--- src/rtl/spi_pkg.sv ---
// rtl/spi_pkg.sv - shared widths, command codes and state encodings for the SPI slave
package spi_pkg;

    localparam int FRAME_W = 10;
    localparam int DATA_W  = 8;
    localparam int CNT_W   = 4;

    localparam logic [CNT_W-1:0] RX_LAST = CNT_W'(FRAME_W - 1);
    localparam logic [CNT_W-1:0] TX_LAST = CNT_W'(DATA_W);

    localparam logic [1:0] WR_ADDR = 2'b00;
    localparam logic [1:0] WR_DATA = 2'b01;
    localparam logic [1:0] RD_ADDR = 2'b10;
    localparam logic [1:0] RD_DATA = 2'b11;

    typedef enum logic [2:0] {
        IDLE,
        CHK_CMD,
        WRITE,
        READ_ADD,
        READ_DATA
    } state_t;

    // Sub-phase inside WRITE/READ_ADD/READ_DATA
    typedef enum logic [1:0] {
        P_RX,
        P_WAIT,
        P_SHIFT,
        P_DONE
    } phase_t;

endpackage

--- src/rtl/spi_shift_reg.sv ---
// rtl/spi_shift_reg.sv - MOSI serial-in/parallel-out and MISO parallel-load/serial-out shifter
module spi_shift_reg
    import spi_pkg::*;
(
    input  logic               clk,
    input  logic               rst_n,
    input  logic               clr,
    input  logic               shift_in,
    input  logic               sin,
    input  logic               load,
    input  logic [DATA_W-1:0]  load_data,
    input  logic               shift_out,
    output logic [FRAME_W-1:0] rx_next,
    output logic               sout
);

    logic [FRAME_W-2:0] rx_sr;
    logic [DATA_W-1:0]  tx_sr;

    // Frame as it will look once the current MOSI bit is taken in
    assign rx_next = {rx_sr, sin};

    always_ff @(posedge clk or negedge rst_n) begin
        if (!rst_n) begin
            rx_sr <= '0;
            tx_sr <= '0;
            sout  <= 1'b0;
        end else begin
            sout <= 1'b0;
            if (clr) begin
                rx_sr <= '0;
                tx_sr <= '0;
            end else begin
                if (shift_in) begin
                    rx_sr <= rx_next[FRAME_W-2:0];
                end
                if (load) begin
                    tx_sr <= load_data;
                end else if (shift_out) begin
                    sout  <= tx_sr[DATA_W-1];
                    tx_sr <= {tx_sr[DATA_W-2:0], 1'b0};
                end
            end
        end
    end

endmodule

--- src/rtl/spi_slave.sv ---
// rtl/spi_slave.sv - SPI slave frame FSM for RAM access; SPI_SLAVE_ASSERT_EN enables protocol assertions
module spi_slave
    import spi_pkg::*;
(
    input  logic               clk,
    input  logic               rst_n,
    input  logic               SS_n,
    input  logic               MOSI,
    output logic               MISO,
    output logic [FRAME_W-1:0] rx_data,
    output logic               rx_valid,
    input  logic [DATA_W-1:0]  tx_data,
    input  logic               tx_valid
);

    state_t             state;
    phase_t             phase;
    logic [CNT_W-1:0]   bit_cnt;
    logic [CNT_W-1:0]   tx_cnt;
    logic               rd_addr_flag;
    logic               frame_state;
    logic               sr_clr;
    logic               sr_shift_in;
    logic               sr_load;
    logic               sr_shift_out;
    logic [FRAME_W-1:0] rx_next;

    assign frame_state  = (state == WRITE) || (state == READ_ADD) || (state == READ_DATA);
    assign sr_clr       = SS_n || (state == IDLE);
    assign sr_shift_in  = !SS_n && ((state == CHK_CMD) || (frame_state && phase == P_RX));
    assign sr_load      = !SS_n && (state == READ_DATA) && (phase == P_WAIT) && tx_valid;
    assign sr_shift_out = !SS_n && (state == READ_DATA) && (phase == P_SHIFT) && (tx_cnt != TX_LAST);

    spi_shift_reg u_shift_reg (
        .clk       (clk),
        .rst_n     (rst_n),
        .clr       (sr_clr),
        .shift_in  (sr_shift_in),
        .sin       (MOSI),
        .load      (sr_load),
        .load_data (tx_data),
        .shift_out (sr_shift_out),
        .rx_next   (rx_next),
        .sout      (MISO)
    );

    always_ff @(posedge clk or negedge rst_n) begin
        if (!rst_n) begin
            state        <= IDLE;
            phase        <= P_RX;
            bit_cnt      <= '0;
            tx_cnt       <= '0;
            rx_valid     <= 1'b0;
            rx_data      <= '0;
            rd_addr_flag <= 1'b0;
        end else begin
            rx_valid <= 1'b0;
            // Slave deselect aborts any frame; rd_addr_flag deliberately survives
            if (SS_n && state != IDLE) begin
                state   <= IDLE;
                phase   <= P_RX;
                bit_cnt <= '0;
                tx_cnt  <= '0;
            end else begin
                case (state)
                    IDLE: begin
                        phase   <= P_RX;
                        bit_cnt <= '0;
                        tx_cnt  <= '0;
                        if (!SS_n) begin
                            state <= CHK_CMD;
                        end
                    end
                    CHK_CMD: begin
                        bit_cnt <= CNT_W'(1);
                        if (!MOSI) begin
                            state <= WRITE;
                        end else if (!rd_addr_flag) begin
                            state <= READ_ADD;
                        end else begin
                            state <= READ_DATA;
                        end
                    end
                    WRITE, READ_ADD, READ_DATA: begin
                        case (phase)
                            P_RX: begin
                                bit_cnt <= bit_cnt + 1'b1;
                                if (bit_cnt == RX_LAST) begin
                                    rx_data  <= rx_next;
                                    rx_valid <= 1'b1;
                                    phase    <= (state == READ_DATA) ? P_WAIT : P_DONE;
                                    if (state == READ_ADD) begin
                                        rd_addr_flag <= 1'b1;
                                    end
                                end
                            end
                            P_WAIT: begin
                                if (tx_valid) begin
                                    phase  <= P_SHIFT;
                                    tx_cnt <= '0;
                                end
                            end
                            P_SHIFT: begin
                                if (tx_cnt == TX_LAST) begin
                                    rd_addr_flag <= 1'b0;
                                    phase        <= P_DONE;
                                end else begin
                                    tx_cnt <= tx_cnt + 1'b1;
                                end
                            end
                            default: begin
                            end
                        endcase
                    end
                    default: begin
                        state <= IDLE;
                    end
                endcase
            end
        end
    end

`ifdef SPI_SLAVE_ASSERT_EN
    a_rx_valid_single: assert property (@(posedge clk) disable iff (!rst_n)
        rx_valid |=> !rx_valid);
    a_rx_valid_selected: assert property (@(posedge clk) disable iff (!rst_n)
        rx_valid |-> $past(!SS_n));
    a_miso_quiet: assert property (@(posedge clk) disable iff (!rst_n)
        MISO |-> $past(sr_shift_out));
    a_tx_after_rx: assert property (@(posedge clk) disable iff (!rst_n)
        (state == READ_DATA && tx_valid) |-> (phase != P_RX));
`endif

endmodule
--- config.mk ---
export PLATFORM = sky130hd
export DESIGN_NAME = spi_slave
export DESIGN_NICKNAME = d
export VERILOG_FILES = /design/src/rtl/spi_pkg.sv /design/src/rtl/spi_shift_reg.sv /design/src/rtl/spi_slave.sv
export SDC_FILE = /design/constraint.sdc
export NUM_CORES = 1
export LEC_CHECK = 0
export BUFFER_PORTS_ARGS = -buffer_cell sky130_fd_sc_hd__buf_2
export CAP_MARGIN = 10
export CORE_AREA = 3 3 85 87
export DETAILED_ROUTE_END_ITERATION = 8
export DIE_AREA = 0 0 88 90
export GPL_TIMING_DRIVEN = 0
export HOLD_SLACK_MARGIN = 0.02
export SYNTH_ARGS = -nofsm -noshare
export SYNTH_HDL_FRONTEND = slang
export SYNTH_SLANG_ARGS = --single-unit
--- constraint.sdc ---
create_clock -name clk -period 2.6 [get_ports clk]
set_input_delay 0 -clock clk [delete_from_list [all_inputs] [get_ports clk]]
set_output_delay 0 -clock clk [all_outputs]
set_load 0.02 [all_outputs]
==> flow_summary.yaml <==
run_status:
  status: "finished, final reports clean"
synth:
  ys_types: 46
  syn_area_per_cell_um2: 10.6
  synth_cells: 209
  synth_nets: 229
  ys_top_cells_by_area: "dfrtp_1, nand2_1, mux2_2"
  yosysTopAreaCell: "dfrtp_1"
  synth_edf_count: 0
  synth_top_area_share_pct: 48.5
  ys_dominant_reg_cell: "dfrtp_1"
  ys_warn_count: 0
  async_flop_share_pct: 100
  ys_ff_latch: 43
  ys_seq_area_share_pct: 48.5
  syn_area_mm2: 0.00222
timing:
  worst_hold_slack_ps: 28.0
  finalSetupViolations: 0
  rsz0062_at_grt: "no"
  skew_ps: 8.30
  slew_headroom_pct: 35.6
  timing.setup.tns_ps: 0
  fin_crit_ps: 2170
  worstMarginPinSlew_ps: 965
  slew_violations: 0
  finalHoldViolations: 0
  max_freq_ghz: 0.460
  period_share_pct: 83.6
grt:
  grt-ovfl-total: 0
  grt_pass1_vias: 1540
  grt_use_total_pct: 11.9
  grt_max_degree: 44
  grt_pass1_wl_um: 7590
  antenna_found_initial: 0
clock_network:
  cts_buffers: 5
  clk_pin_slew_worst_paths_ps: 80
  cts_sinks: 43
  post_cts_resized: 0
  postCtsSetupBuffers: 0
  hold_buffers: 3
  htree_levels: 2
  cts_tree: "yes"
  worstSkewPairLatency_ps: 300
  clockRootBuffer: "clkbuf_8"
  clockBufferDepth: 2
critical_path:
  cp-start-kind: "flop"
  critical_path_class: "reg -> reg"
  crit_fanout: 10
  cp-end-kind: "flop"
  reg2reg_setup_slack_ps: 430
  cp.required_ps: 2760
  arrival_ps: 2340
drt:
  drt_first_pass_iters: 4
  drc_errors: 0
  wl_per_cell_um: 13.5
  drt_iter0_drc: 52
  vias: 1605
  ant_nets: 0
  route.final.wire_length_um: 4330
  vias_per_cell: 5.00
floorplan:
  fp.dieW_um: 88
  start_util_pct: 34.5
  ioPinCount: 25
  num_rows: 29
  dieArea_mm2: 0.00792
  die_h_um: 90
  core_area_mm2: 0.00642
layout:
  final_nets: 263
  n_antenna_cell: 0
  mostFrequentLayoutCell: "dfrtp_1"
  layout-drive-gt1-share_pct: 24.6
  layout_common_cells: "dfrtp_1, nand2_1, buf_2"
  area_growth_pct: 15.0
flow_run:
  maxCapViolations: 0
power_and_ir_drop:
  powerDensity_mw_per_mm2: 521
  vdd_drop_max_mv: 0.202
  total_leakage_power_nw: 1.15
placed_design:
  globalplace.congestion: 0.731
  portBuffers: 24
  hpwlAfterDp_um: 3060
min_path:
  hp-class: "in -> reg"
==> logic make-up after synthesis <==
| family | Yosys count | synth area share, % |
|---|---|---|
| compound gates | 52 | 17.6 |
| xor+xnor | 1 | 0.395 |
| fa+ha+maj | 7 | 3.95 |
| buf+inv | 22 | 5.08 |
| flops | 43 | 48.5 |
| mux | 20 | 9.65 |
| simple gates | 64 | 14.8 |
==> path summary, 6_finish.rpt <==
path | from | to | depth (start not counted)
worst min register to register | u_shift_reg.tx_sr[1] | u_shift_reg.tx_sr[1] | 2
worst max register to register | phase[0] | u_shift_reg.rx_sr[2] | 8
worst max-delay path | phase[0] | u_shift_reg.rx_sr[2] | 8
max in group asynchronous | rst_n | u_shift_reg.tx_sr[3] | 2
worst min-delay path | tx_data[1] | u_shift_reg.tx_sr[1] | 3
min in group asynchronous | rst_n | rx_data[8] | 2
==> through the flow <==
stage          worst slack [ps]  instances  total power, W  cell area (um^2)  utilization [%]
3_5_place_dp                432        310        0.000920              2430             37.9
3_3_place_gp                466        310        0.000918              2430             37.9
4_1_cts                     397        321         0.00134              2550             39.7
5_1_grt                     257        321         0.00141              2550             39.7
2_1_floorplan               844        209        0.000858              2220                -
6_report                    425        321         0.00133              2550             39.7
==> worst max-delay path, cell delays in order (launching register included) <==
cell      delay, ps
dfrtp_1         380
inv_1            70
ha_1            200
clkbuf_1        190
inv_1           160
nor2_1           70
nor3_1          430
clkbuf_1        380
o21ai_0         160
==> per-layer routing <==
| layer | track usage (%) | up-vias | routed length (um) |
|---|---|---|---|
| met5 | 0 | - | 0 |
| li1 | - | 804 | - |
| met3 | 2.47 | 6 | 104 |
| met4 | 4.99 | 0 | 76 |
| met2 | 17.7 | 16 | 2020 |
| met1 | 16.8 | 779 | 2120 |
==> cell usage after synthesis (3+ instances only) <==
cell	n
nand3_1	3
nor3_1	5
inv_1	10
clkbuf_1	3
buf_4	3
a21o_1	3
nand3b_1	3
nor2_1	7
buf_2	3
ha_1	7
mux2_2	9
nand2_1	30
mux2i_1	9
a21oi_1	11
o31ai_1	8
o21ai_0	15
dfrtp_1	43
nand2b_1	3
==> flip-flops by register name, indices dropped and copies added, names as in the netlist <==
| name | flops |
|---|---|
| bit_cnt | 4 |
| phase | 2 |
| rd_addr_flag | 1 |
| rx_data | 10 |
| rx_valid | 1 |
| state | 3 |
| tx_cnt | 4 |
| u_shift_reg.rx_sr | 9 |
| u_shift_reg.sout | 1 |
| u_shift_reg.tx_sr | 8 |
==> cell type report <==
class | instances | area [um^2]
Clock inverter | 2 | 12.5
Inverter | 10 | 37.5
Timing Repair Buffer | 27 | 150
Clock buffer | 6 | 72.6
Buffer | 12 | 75.1
Tap cell | 77 | 96.3
Sequential cell | 43 | 1080
Fill cell | 647 | 3870
Multi-Input combinational cell | 144 | 1030
==> power by group <==
part / total [W] / switching [W] / internal (W)
Clock: 0.000419 / 0.000231 / 0.000188
Sequential: 0.000701 / 0.0000182 / 0.000683
Combinational: 0.000209 / 0.000129 / 0.0000797
Note: power is estimated with default switching activity, not from simulation.
